File: src/rtl/div_if.sv
// div_if: start/done handshake bundle between the execute-stage controller
// and the iterative divider. The controller side uses the master modport,
// the divider uses the slave modport.
interface div_if #(
   parameter int WIDTH = 32
);
   logic             Start;
   logic             Signed;
   logic [WIDTH-1:0] SrcA;
   logic [WIDTH-1:0] SrcB;
   logic [WIDTH-1:0] Quotient;
   logic [WIDTH-1:0] Remainder;
   logic [3:0]       ALUFlags;
   logic             DivZero;
   logic             Busy;
   logic             Done;

   modport master (
      output Start, Signed, SrcA, SrcB,
      input  Quotient, Remainder, ALUFlags, DivZero, Busy, Done
   );

   modport slave (
      input  Start, Signed, SrcA, SrcB,
      output Quotient, Remainder, ALUFlags, DivZero, Busy, Done
   );
endinterface

File: src/rtl/div_unit.sv
// div_unit: multi-cycle radix-2 restoring divider (UDIV/SDIV).
// One quotient bit per cycle in RUN, sign fix-up in FIX, and the visible
// results plus the one-cycle Done pulse are registered on the edge that
// leaves DONE. A zero divisor skips straight from IDLE to DONE.
// Optional feature macro: DIV_SIGNED_EN (signed operation). When it is not
// defined the Signed input is ignored and every operation is unsigned.
module div_unit #(
   parameter int WIDTH = 32
) (
   input  logic  clk,
   input  logic  reset,
   div_if.slave  bus
);
   localparam int CW = $clog2(WIDTH);

   typedef enum logic [1:0] {S_IDLE, S_RUN, S_FIX, S_DONE} state_t;

   state_t           state_q, state_d;
   logic [CW-1:0]    cnt_q, cnt_d;
   logic [WIDTH:0]   p_q, p_d;        // partial remainder, then final remainder
   logic [WIDTH-1:0] q_q, q_d;        // dividend shifting out / quotient shifting in
   logic [WIDTH-1:0] dvs_q, dvs_d;    // divisor magnitude
   logic             dz_q, dz_d;      // current operation had a zero divisor
   logic [WIDTH-1:0] quotient_q, quotient_d;
   logic [WIDTH-1:0] remainder_q, remainder_d;
   logic [3:0]       flags_q, flags_d;
   logic             divzero_q, divzero_d;
   logic             busy_q, busy_d;
   logic             done_q, done_d;
`ifdef DIV_SIGNED_EN
   logic             qneg_q, qneg_d;  // quotient must be negated in FIX
   logic             rneg_q, rneg_d;  // remainder must be negated in FIX
`else
   logic             unused_signed;
   assign unused_signed = bus.Signed;
`endif

   // Working values for one restoring step and operand magnitudes.
   logic [WIDTH:0]   p_sh;
   logic [WIDTH-1:0] q_sh;
   logic [WIDTH-1:0] a_mag, b_mag;

   assign bus.Quotient  = quotient_q;
   assign bus.Remainder = remainder_q;
   assign bus.ALUFlags  = flags_q;
   assign bus.DivZero   = divzero_q;
   assign bus.Busy      = busy_q;
   assign bus.Done      = done_q;

   // Next-state and datapath logic for the whole divider.
   always_comb begin
      state_d     = state_q;
      cnt_d       = cnt_q;
      p_d         = p_q;
      q_d         = q_q;
      dvs_d       = dvs_q;
      dz_d        = dz_q;
      quotient_d  = quotient_q;
      remainder_d = remainder_q;
      flags_d     = flags_q;
      divzero_d   = divzero_q;
      busy_d      = busy_q;
      done_d      = 1'b0;
`ifdef DIV_SIGNED_EN
      qneg_d      = qneg_q;
      rneg_d      = rneg_q;
      a_mag = (bus.Signed && bus.SrcA[WIDTH-1]) ? -bus.SrcA : bus.SrcA;
      b_mag = (bus.Signed && bus.SrcB[WIDTH-1]) ? -bus.SrcB : bus.SrcB;
`else
      a_mag = bus.SrcA;
      b_mag = bus.SrcB;
`endif
      p_sh = {p_q[WIDTH-1:0], q_q[WIDTH-1]};
      q_sh = {q_q[WIDTH-2:0], 1'b0};

      case (state_q)
         S_IDLE: begin
            // Busy falls here after the Done cycle unless a new request arrives.
            busy_d = 1'b0;
            if (bus.Start) begin
               busy_d    = 1'b1;
               divzero_d = 1'b0;
               cnt_d     = '0;
               dvs_d     = b_mag;
`ifdef DIV_SIGNED_EN
               qneg_d    = bus.Signed & (bus.SrcA[WIDTH-1] ^ bus.SrcB[WIDTH-1]);
               rneg_d    = bus.Signed & bus.SrcA[WIDTH-1];
`endif
               if (bus.SrcB == '0) begin
                  // Zero divisor: quotient 0, remainder is the raw dividend.
                  q_d     = '0;
                  p_d     = {1'b0, bus.SrcA};
                  dz_d    = 1'b1;
                  state_d = S_DONE;
               end else begin
                  q_d     = a_mag;
                  p_d     = '0;
                  dz_d    = 1'b0;
                  state_d = S_RUN;
               end
            end
         end
         S_RUN: begin
            if (p_sh >= {1'b0, dvs_q}) begin
               p_d = p_sh - {1'b0, dvs_q};
               q_d = q_sh | {{(WIDTH-1){1'b0}}, 1'b1};
            end else begin
               p_d = p_sh;
               q_d = q_sh;
            end
            cnt_d = cnt_q + CW'(1);
            if (cnt_q == CW'(WIDTH-1)) state_d = S_FIX;
         end
         S_FIX: begin
`ifdef DIV_SIGNED_EN
            if (qneg_q) q_d = -q_q;
            if (rneg_q) p_d = {1'b0, -p_q[WIDTH-1:0]};
`endif
            state_d = S_DONE;
         end
         default: begin
            // S_DONE: publish results with the completion pulse.
            quotient_d  = q_q;
            remainder_d = p_q[WIDTH-1:0];
            flags_d     = {q_q[WIDTH-1], (q_q == '0), 2'b00};
            divzero_d   = dz_q;
            done_d      = 1'b1;
            state_d     = S_IDLE;
         end
      endcase
   end

   // State and output registers with synchronous reset.
   always_ff @(posedge clk) begin
      if (reset) begin
         state_q     <= S_IDLE;
         cnt_q       <= '0;
         p_q         <= '0;
         q_q         <= '0;
         dvs_q       <= '0;
         dz_q        <= 1'b0;
         quotient_q  <= '0;
         remainder_q <= '0;
         flags_q     <= '0;
         divzero_q   <= 1'b0;
         busy_q      <= 1'b0;
         done_q      <= 1'b0;
`ifdef DIV_SIGNED_EN
         qneg_q      <= 1'b0;
         rneg_q      <= 1'b0;
`endif
      end else begin
         state_q     <= state_d;
         cnt_q       <= cnt_d;
         p_q         <= p_d;
         q_q         <= q_d;
         dvs_q       <= dvs_d;
         dz_q        <= dz_d;
         quotient_q  <= quotient_d;
         remainder_q <= remainder_d;
         flags_q     <= flags_d;
         divzero_q   <= divzero_d;
         busy_q      <= busy_d;
         done_q      <= done_d;
`ifdef DIV_SIGNED_EN
         qneg_q      <= qneg_d;
         rneg_q      <= rneg_d;
`endif
      end
   end
endmodule

File: src/flat_wrapper.sv
// flat-port wrapper written by rule: the top's interface ports become plain ports
module div_unit_flat 
#(
   parameter int WIDTH = 32
)
  (clk, reset, bus_Start, bus_Signed, bus_SrcA, bus_SrcB, bus_Quotient, bus_Remainder, bus_ALUFlags, bus_DivZero, bus_Busy, bus_Done);
  div_if #(.WIDTH(WIDTH)) bus_i ();
  input  logic clk;
  input  logic reset;
  input wire logic [$bits(bus_i.Start)-1:0] bus_Start;
  input wire logic [$bits(bus_i.Signed)-1:0] bus_Signed;
  input wire logic [$bits(bus_i.SrcA)-1:0] bus_SrcA;
  input wire logic [$bits(bus_i.SrcB)-1:0] bus_SrcB;
  output wire logic [$bits(bus_i.Quotient)-1:0] bus_Quotient;
  output wire logic [$bits(bus_i.Remainder)-1:0] bus_Remainder;
  output wire logic [$bits(bus_i.ALUFlags)-1:0] bus_ALUFlags;
  output wire logic [$bits(bus_i.DivZero)-1:0] bus_DivZero;
  output wire logic [$bits(bus_i.Busy)-1:0] bus_Busy;
  output wire logic [$bits(bus_i.Done)-1:0] bus_Done;
  assign bus_i.Start = bus_Start;
  assign bus_i.Signed = bus_Signed;
  assign bus_i.SrcA = bus_SrcA;
  assign bus_i.SrcB = bus_SrcB;
  assign bus_Quotient = bus_i.Quotient;
  assign bus_Remainder = bus_i.Remainder;
  assign bus_ALUFlags = bus_i.ALUFlags;
  assign bus_DivZero = bus_i.DivZero;
  assign bus_Busy = bus_i.Busy;
  assign bus_Done = bus_i.Done;
  div_unit #(.WIDTH(WIDTH)) u_core (.clk(clk), .reset(reset), .bus(bus_i));
endmodule
File: config.mk
export PLATFORM = sky130hd
export DESIGN_NAME = div_unit_flat
export DESIGN_NICKNAME = d
export VERILOG_FILES = /design/src/rtl/div_if.sv /design/src/rtl/div_unit.sv /design/src/flat_wrapper.sv
export SDC_FILE = /design/constraint.sdc
export NUM_CORES = 1
export LEC_CHECK = 0
export CORE_MARGIN = 5
export CORE_UTILIZATION = 46
export CTS_CLUSTER_SIZE = 10
export DETAILED_ROUTE_END_ITERATION = 6
export PLACE_DENSITY = 0.73
export SKIP_CTS_REPAIR_TIMING = 1
export SYNTH_ARGS = -nofsm -noshare
export SYNTH_HDL_FRONTEND = slang
export SYNTH_SLANG_ARGS = --single-unit
File: constraint.sdc
create_clock -name clk -period 3.7 [get_ports clk]
set_input_delay 0.555 -clock clk [delete_from_list [all_inputs] [get_ports clk]]
set_output_delay 0.555 -clock clk [all_outputs]
set_load 0.005 [all_outputs]
==> out/metrics.cfg, run 1 <==
[die]
die_h_um = 152
core_area_mm2 = 0.0200
start_util_pct = 46.2
row_count = 52
io_pins = 139
die_x_um = 152
die-area_mm2 = 0.0231

[logic_synthesis]
synthCells = 1160
dominantRegCellSynth = dfxtp_1
ys_seq_elements = 172
ys_async_sr_fraction_pct = 0
yosys_warnings = 0
ys_types = 69
avgSynthCellArea_um2 = 7.99
syn-cell-area_mm2 = 0.00926
synth_edf_count = 0
yosysSeqAreaShare_pct = 37.2

[clock_network]
numClockSinks = 172
cts_buffers = 17
htree_levels = 4
clk_latency_ns = 0.44
cts_root_buffer = clkbuf_16
max-clock-path-buffers = 2
clk_pin_slew_ns = 0.07
cts_tree = done

[timing]
setup_violations = 0
finalCritPeriodShare_pct = 90.9
hold_viol_final = 0
worst_pin_slew_ns = 0.919
fin_tns_setup_ns = 0
skew_ns = 0.00931
max_freq_mhz = 297
slew_viol_final = 0
rsz0062_at_grt = no
slew_headroom_pct = 38.6
finalCriticalPeriod_ns = 3.36

[critical_path]
critPathLaunchType = flop
critPathCaptureType = flop
cp_max_fo = 17
worstPathArrival_ns = 3.65
worstSetupPathType = reg2reg
crit_required_ns = 3.99

[grt]
grt_start_max_net_pins = 71
grt_pass1_vias = 8728
grt_remaining_overflow = 0
grt_pass1_wl_um = 45500
antenna_found_initial = 0
track_usage_pct = 23.7

[drt]
firstDrtPassIters = 5
drc = 0
avgViaCountPerCell = 5.79
ant_nets = 0
first_iter_violations = 753
post_drt_wl_per_cell_um = 18.2
drt_wl_total_um = 28100
dr_total_vias = 8959

[power_and_ir_drop]
pwr_density_cell_mw_per_mm2 = 911
p_sw_mw = 4.97
sw_frac_of_total_pct = 47.6
seq_power_share_pct = 25.7
power_frac_comb_pct = 56.7
leakage_nw = 4.19
p_int_mw = 5.48
clock_power_share_pct = 17.7
ir_worst_vdd_uv = 542

[place]
dpl.cell_count = 1514
dp_hpwl_um = 20600
portBuffers = 135
place_congestion = 0.931

[cells_and_area]
final_cells = 1546
final_common_cell = dfxtp_1
nFillCells = 1893
nets = 1370
syn_to_final_growth_pct = 23.8
antenna_cells = 0
drive_above_1_share_pct = 6.43
final_cell_mix = dfxtp_1 (172), nor2_1 (135), clkdlybuf4s50_1 (134)

[worst_hold_path]
hold_path_class = reg2reg

[outcome]
status = finished, final reports clean

[job]
cap_viol_max_count = 0

==> critical path, stage by stage, from the launching register on <==
cell and delay [ns]:
dfxtp_1 0.34, inv_1 0.05, ha_1 0.40, and3_4 0.24
nand4_1 0.16, nor4_1 0.46, a311oi_1 0.20, and3_1 0.36
nand2_1 0.15, buf_4 0.25, mux2i_1 0.11, a2111oi_0 0.50
==> per-layer routing <==
| layer | vias to the layer above | part of all wire (%) | global-route usage [%] | routed length [um] |
|---|---|---|---|---|
| met5 | - | 0 | 0 | 0 |
| met4 | 0 | 3.6 | 10.3 | 1020 |
| met3 | 67 | 5.3 | 3.81 | 1500 |
| met2 | 296 | 48 | 39.8 | 13500 |
| met1 | 4236 | 43 | 30.2 | 12100 |
| li1 | 4360 | - | - | - |
==> cell families (layout without fill, tap and decap cells) <==
| logic type | after synthesis | in the layout | synth area share (%) |
|---|---|---|---|
| simple gates | 423 | 423 | 21.3 |
| compound gates | 305 | 305 | 21.1 |
| flops | 172 | 172 | 37.2 |
| buf+inv | 131 | 246 | 5.67 |
| mux | 71 | 71 | 7.67 |
| fa+ha+maj | 39 | 39 | 5.35 |
| xor+xnor | 18 | 18 | 1.70 |
| other cells | 1 | 2 | 0.0405 |
==> final timing paths <==
check                endpoint             start  slack, ns  cells past startpoint
max            u_core.p_q[20]  u_core.dvs_q[10]       0.34                     11
min          u_core.dvs_q[14]  u_core.dvs_q[14]       0.46                      2
max reg2reg    u_core.p_q[20]  u_core.dvs_q[10]       0.34                     11
min reg2reg  u_core.dvs_q[14]  u_core.dvs_q[14]       0.46                      2
==> synth_stat cells, types with 5 or more instances <==
library cell	instances	share of area [%]
and3_1	8	0.54
o21ai_0	44	2.4
a21oi_1	120	6.5
or3_1	16	1.1
nor3_1	44	2.4
xnor2_1	11	1.0
o31ai_1	6	0.49
clkbuf_1	67	2.7
dfxtp_1	172	37
a211oi_1	33	2.7
nand3_1	22	1.2
nor4_1	15	1.0
inv_1	49	2.0
mux2i_1	71	7.7
nor3b_1	22	1.8
nor2_1	137	5.6
o21a_1	8	0.65
buf_1	6	0.24
xor2_1	7	0.66
nand2b_1	5	0.34
ha_1	38	5.1
a21o_1	7	0.57
nand2_1	120	4.9
o211ai_1	5	0.41
a31oi_1	21	1.4
nor2b_1	6	0.41
a221oi_1	18	1.7
nand4_1	12	0.81
==> power by group through the flow <==
stage	Sequential, mW	Combinational [mW]	Clock (mW)
after floorplan	2.53	4.36	0
after global placement	2.70	5.72	0
after detailed placement	2.71	5.79	0
after CTS	2.67	5.84	1.87
after global routing	2.72	6.53	1.94
final	2.68	5.92	1.85
==> per-stage QoR <==
step / instance area, um2 / hold slack, ns / utilization, % / setup WS [ns] / total power, mW
final: 11500 / 0.457 / 57.2 / 0.337 / 10.4
after CTS: 11500 / 0.457 / 57.2 / 0.447 / 10.4
after global routing: 11500 / 0.478 / 57.2 / 0.150 / 11.2
after floorplan: 9270 / 0.432 / - / 1.03 / 6.89
after detailed placement: 10900 / 0.447 / 54.3 / 0.487 / 8.50
after global placement: 10900 / 0.444 / 54.3 / 0.618 / 8.42
==> registers in the layout (all words and copies together) (netlist names) <==
register and flops:
u_core.dvs_q 32, u_core.cnt_q 5, u_core.state_q 2, u_core.bus.Busy 1
u_core.bus.Remainder 32, u_core.bus.Quotient 32, u_core.bus.ALUFlags 1, u_core.q_q 32
u_core.bus.DivZero 1, u_core.dz_q 1, u_core.bus.Done 1, u_core.p_q 32
==> cell type report <==
class | count | area, um2 | share of cell area (%)
sequential | 172 | 3440 | 30.0
clock buffer | 17 | 425 | 3.71
multi-input combinational | 858 | 5340 | 46.5
tap | 270 | 338 | 2.95
inverter | 49 | 184 | 1.60
timing repair buffer | 165 | 1570 | 13.7
clock inverter | 15 | 168 | 1.46
Note: power is estimated with default switching activity, not from simulation.
==> run 2: changes to the inputs <==
--- a/config.mk
+++ b/config.mk
@@ -5,12 +5,12 @@
 export SDC_FILE = /design/constraint.sdc
 export NUM_CORES = 1
 export LEC_CHECK = 0
+export ABC_CLOCK_PERIOD_IN_PS = 3700
 export CORE_MARGIN = 5
 export CORE_UTILIZATION = 46
 export CTS_CLUSTER_SIZE = 10
 export DETAILED_ROUTE_END_ITERATION = 6
 export PLACE_DENSITY = 0.73
-export SKIP_CTS_REPAIR_TIMING = 1
 export SYNTH_ARGS = -nofsm -noshare
 export SYNTH_HDL_FRONTEND = slang
 export SYNTH_SLANG_ARGS = --single-unit
==> results of run 2 <==
The final DEF is identical to that of run 1; final timing and power are the same.
==> run 3: changes to the inputs <==
--- a/config.mk
+++ b/config.mk
@@ -8,6 +8,7 @@
 export ABC_CLOCK_PERIOD_IN_PS = 3700
 export CORE_MARGIN = 5
 export CORE_UTILIZATION = 46
+export CTS_BUF_LIST = sky130_fd_sc_hd__clkbuf_4 sky130_fd_sc_hd__clkbuf_8
 export CTS_CLUSTER_SIZE = 10
 export DETAILED_ROUTE_END_ITERATION = 6
 export PLACE_DENSITY = 0.73
==> out/metrics.cfg, run 3 (same netlist as run 1, synthesis figures left out) <==
[drt]
ant_nets = 0  ; unchanged
firstDrtPassIters = 6  ; +1
post_drt_wl_per_cell_um = 17.9  ; -1.6%
drc = 0  ; unchanged
dr_total_vias = 8920  ; -0.44%
first_iter_violations = 796  ; +5.7%
avgViaCountPerCell = 5.77  ; -0.44%
drt_wl_total_um = 27700  ; -1.6%

[clock_network]
clk_latency_ns = 0.48  ; +0.04 ns
cts_root_buffer = clkbuf_8
cts_buffers = 17  ; unchanged
cts_tree = done
cts_hold_buf = 0
cts_resized = 0
postCtsSetupBuffers = 0
clk_pin_slew_ns = 0.10  ; +0.03 ns
numClockSinks = 172  ; unchanged
htree_levels = 4  ; unchanged
max-clock-path-buffers = 2  ; unchanged

[cells_and_area]
postLayoutCoreUtil_pct = 56.3  ; -0.96 points
antenna_cells = 0  ; unchanged
syn_to_final_growth_pct = 21.8
nFillCells = 1918  ; +1.3%
multi_input_area_mm2 = 0.00534  ; unchanged
nets = 1370  ; unchanged
register_area_mm2 = 0.00344  ; unchanged
final_cell_mix = dfxtp_1 (172), nor2_1 (135), clkdlybuf4s50_1 (134)
drive_above_1_share_pct = 6.43  ; unchanged
final_common_cell = dfxtp_1

[die]
core_area_mm2 = 0.0200  ; unchanged
row_count = 52  ; unchanged
start_util_pct = 46.2  ; unchanged
die_x_um = 152  ; unchanged
io_pins = 139  ; unchanged
die-area_mm2 = 0.0231  ; unchanged
die_h_um = 152  ; unchanged

[grt]
grt_pass1_wl_um = 45200  ; -0.68%
antenna_found_initial = 0  ; unchanged
grt_start_max_net_pins = 71  ; unchanged
track_usage_pct = 23.5  ; -0.21 points
grt_pass1_vias = 8650  ; -0.89%
grt_remaining_overflow = 0  ; unchanged

[critical_path]
path_buf_inv = 2  ; unchanged
crit_slowest_cell = a2111oi_0
worstPathArrival_ns = 3.67  ; +0.02 ns
worstSetupPathType = reg2reg
reg2reg_depth = 11  ; unchanged
cpLargestDelayFamily = simple AND/OR/NAND/NOR gates
cp_slowest_stage_delay_ns = 0.49  ; about the same
crit_required_ns = 4.04  ; +0.05 ns
cp_max_fo = 17  ; unchanged
worst-path-stages = 11  ; unchanged
path_cells = inv_1, ha_1, and3_4, nand4_1, nor4_1, a311oi_1, and3_1, nand2_1, buf_4, mux2i_1, a2111oi_0
critPathCaptureType = flop
r2r_slack_ns = 0.37  ; +0.03 ns
worstReg2RegStart = u_core.dvs_q[10]
critPathLaunchType = flop
rr_endpoint = u_core.p_q[20]
critPathLaunch = u_core.dvs_q[10]
endpoint = u_core.p_q[20]

[worst_hold_path]
hold_path_class = reg2reg

[outcome]
status = finished, final reports clean

[timing]
max_freq_mhz = 300  ; +0.94%
worst_pin_slew_ns = 0.901  ; -0.0186 ns
setup_violations = 0  ; unchanged
slew_viol_final = 0  ; unchanged
fin_tns_setup_ns = 0  ; unchanged
hold_viol_final = 0  ; unchanged
skew_ns = 0.0141  ; +0.00484 ns
finalCritPeriodShare_pct = 90.0  ; -0.85 points
rsz0062_at_grt = no
finalCriticalPeriod_ns = 3.33  ; -0.0314 ns
slew_headroom_pct = 39.9  ; +1.2 points

[power_and_ir_drop]
leakage_nw = 4.10  ; -2.1%
pwr_density_cell_mw_per_mm2 = 883  ; -3.0%
ir_worst_vdd_uv = 532  ; -1.8%

[place]
portBuffers = 135  ; unchanged
dp_hpwl_um = 20600  ; unchanged
place_congestion = 0.931  ; unchanged

[job]
cap_viol_max_count = 0  ; unchanged

-- run 3: cell counts in the layout (fill, tap and decap cells not counted) --
Identical to the previous run, type by type.
-- run 3: worst min-delay path by stage --
stage	cells past startpoint	start	endpoint	slack, ns
3_5_place_dp	2	u_core.dvs_q[14]	u_core.dvs_q[14]	0.45
6_report	2	u_core.dvs_q[14]	u_core.dvs_q[14]	0.46
4_1_cts	2	u_core.dvs_q[14]	u_core.dvs_q[14]	0.46
3_3_place_gp	2	u_core.dz_q	u_core.dz_q	0.44
2_1_floorplan	2	u_core.dz_q	u_core.dz_q	0.43
5_1_grt	2	u_core.dvs_q[12]	u_core.dvs_q[12]	0.48
-- run 3: area by class of cell --
type                    instances  area share [%]
clock buffers                  17            2.07
clock inverters                15            1.49
well taps                     270            2.99
repair buffers                165            14.0
flip-flops and latches        172            30.5
multi-input cells             858            47.3
inverters                      49            1.63
-- run 3: report_power, final --
group / leakage [nW] / internal, mW / total, mW / switching (mW)
Sequential: 1.40 / 2.24 / 2.68 / 0.438
Clock: 0.201 / 0.573 / 1.39 / 0.819
Combinational: 2.50 / 2.27 / 5.90 / 3.63
Total: 4.10 / 5.08 / 9.96 / 4.88
-- run 3: worst min-delay path: cells and delay by family (launching register included) --
family,cells,cell delay [ns]
flops,1,0.32
simple gates,1,0.05
compound gates,1,0.05
-- run 3: through the flow --
step	hold WS [ns]	total power [mW]	setup WS, ns	instance area [um2]	cells
2_1_floorplan	0.432	6.89	1.03	9270	1161
3_3_place_gp	0.444	8.42	0.618	10900	1514
3_5_place_dp	0.447	8.50	0.487	10900	1514
4_1_cts	0.462	9.90	0.438	11300	1546
5_1_grt	0.483	10.7	0.142	11300	1546
6_report	0.461	9.96	0.368	11300	1546
-- run 3: per-layer routing --
layer  global-route usage [%]  part of all wire [%]  vias up
met1                     30.0                    43     4178
li1                         -                     -     4362
met4                     9.46                   3.6        0
met5                        0                     0        -
met3                     4.29                   5.6       65
met2                     39.4                    48      315
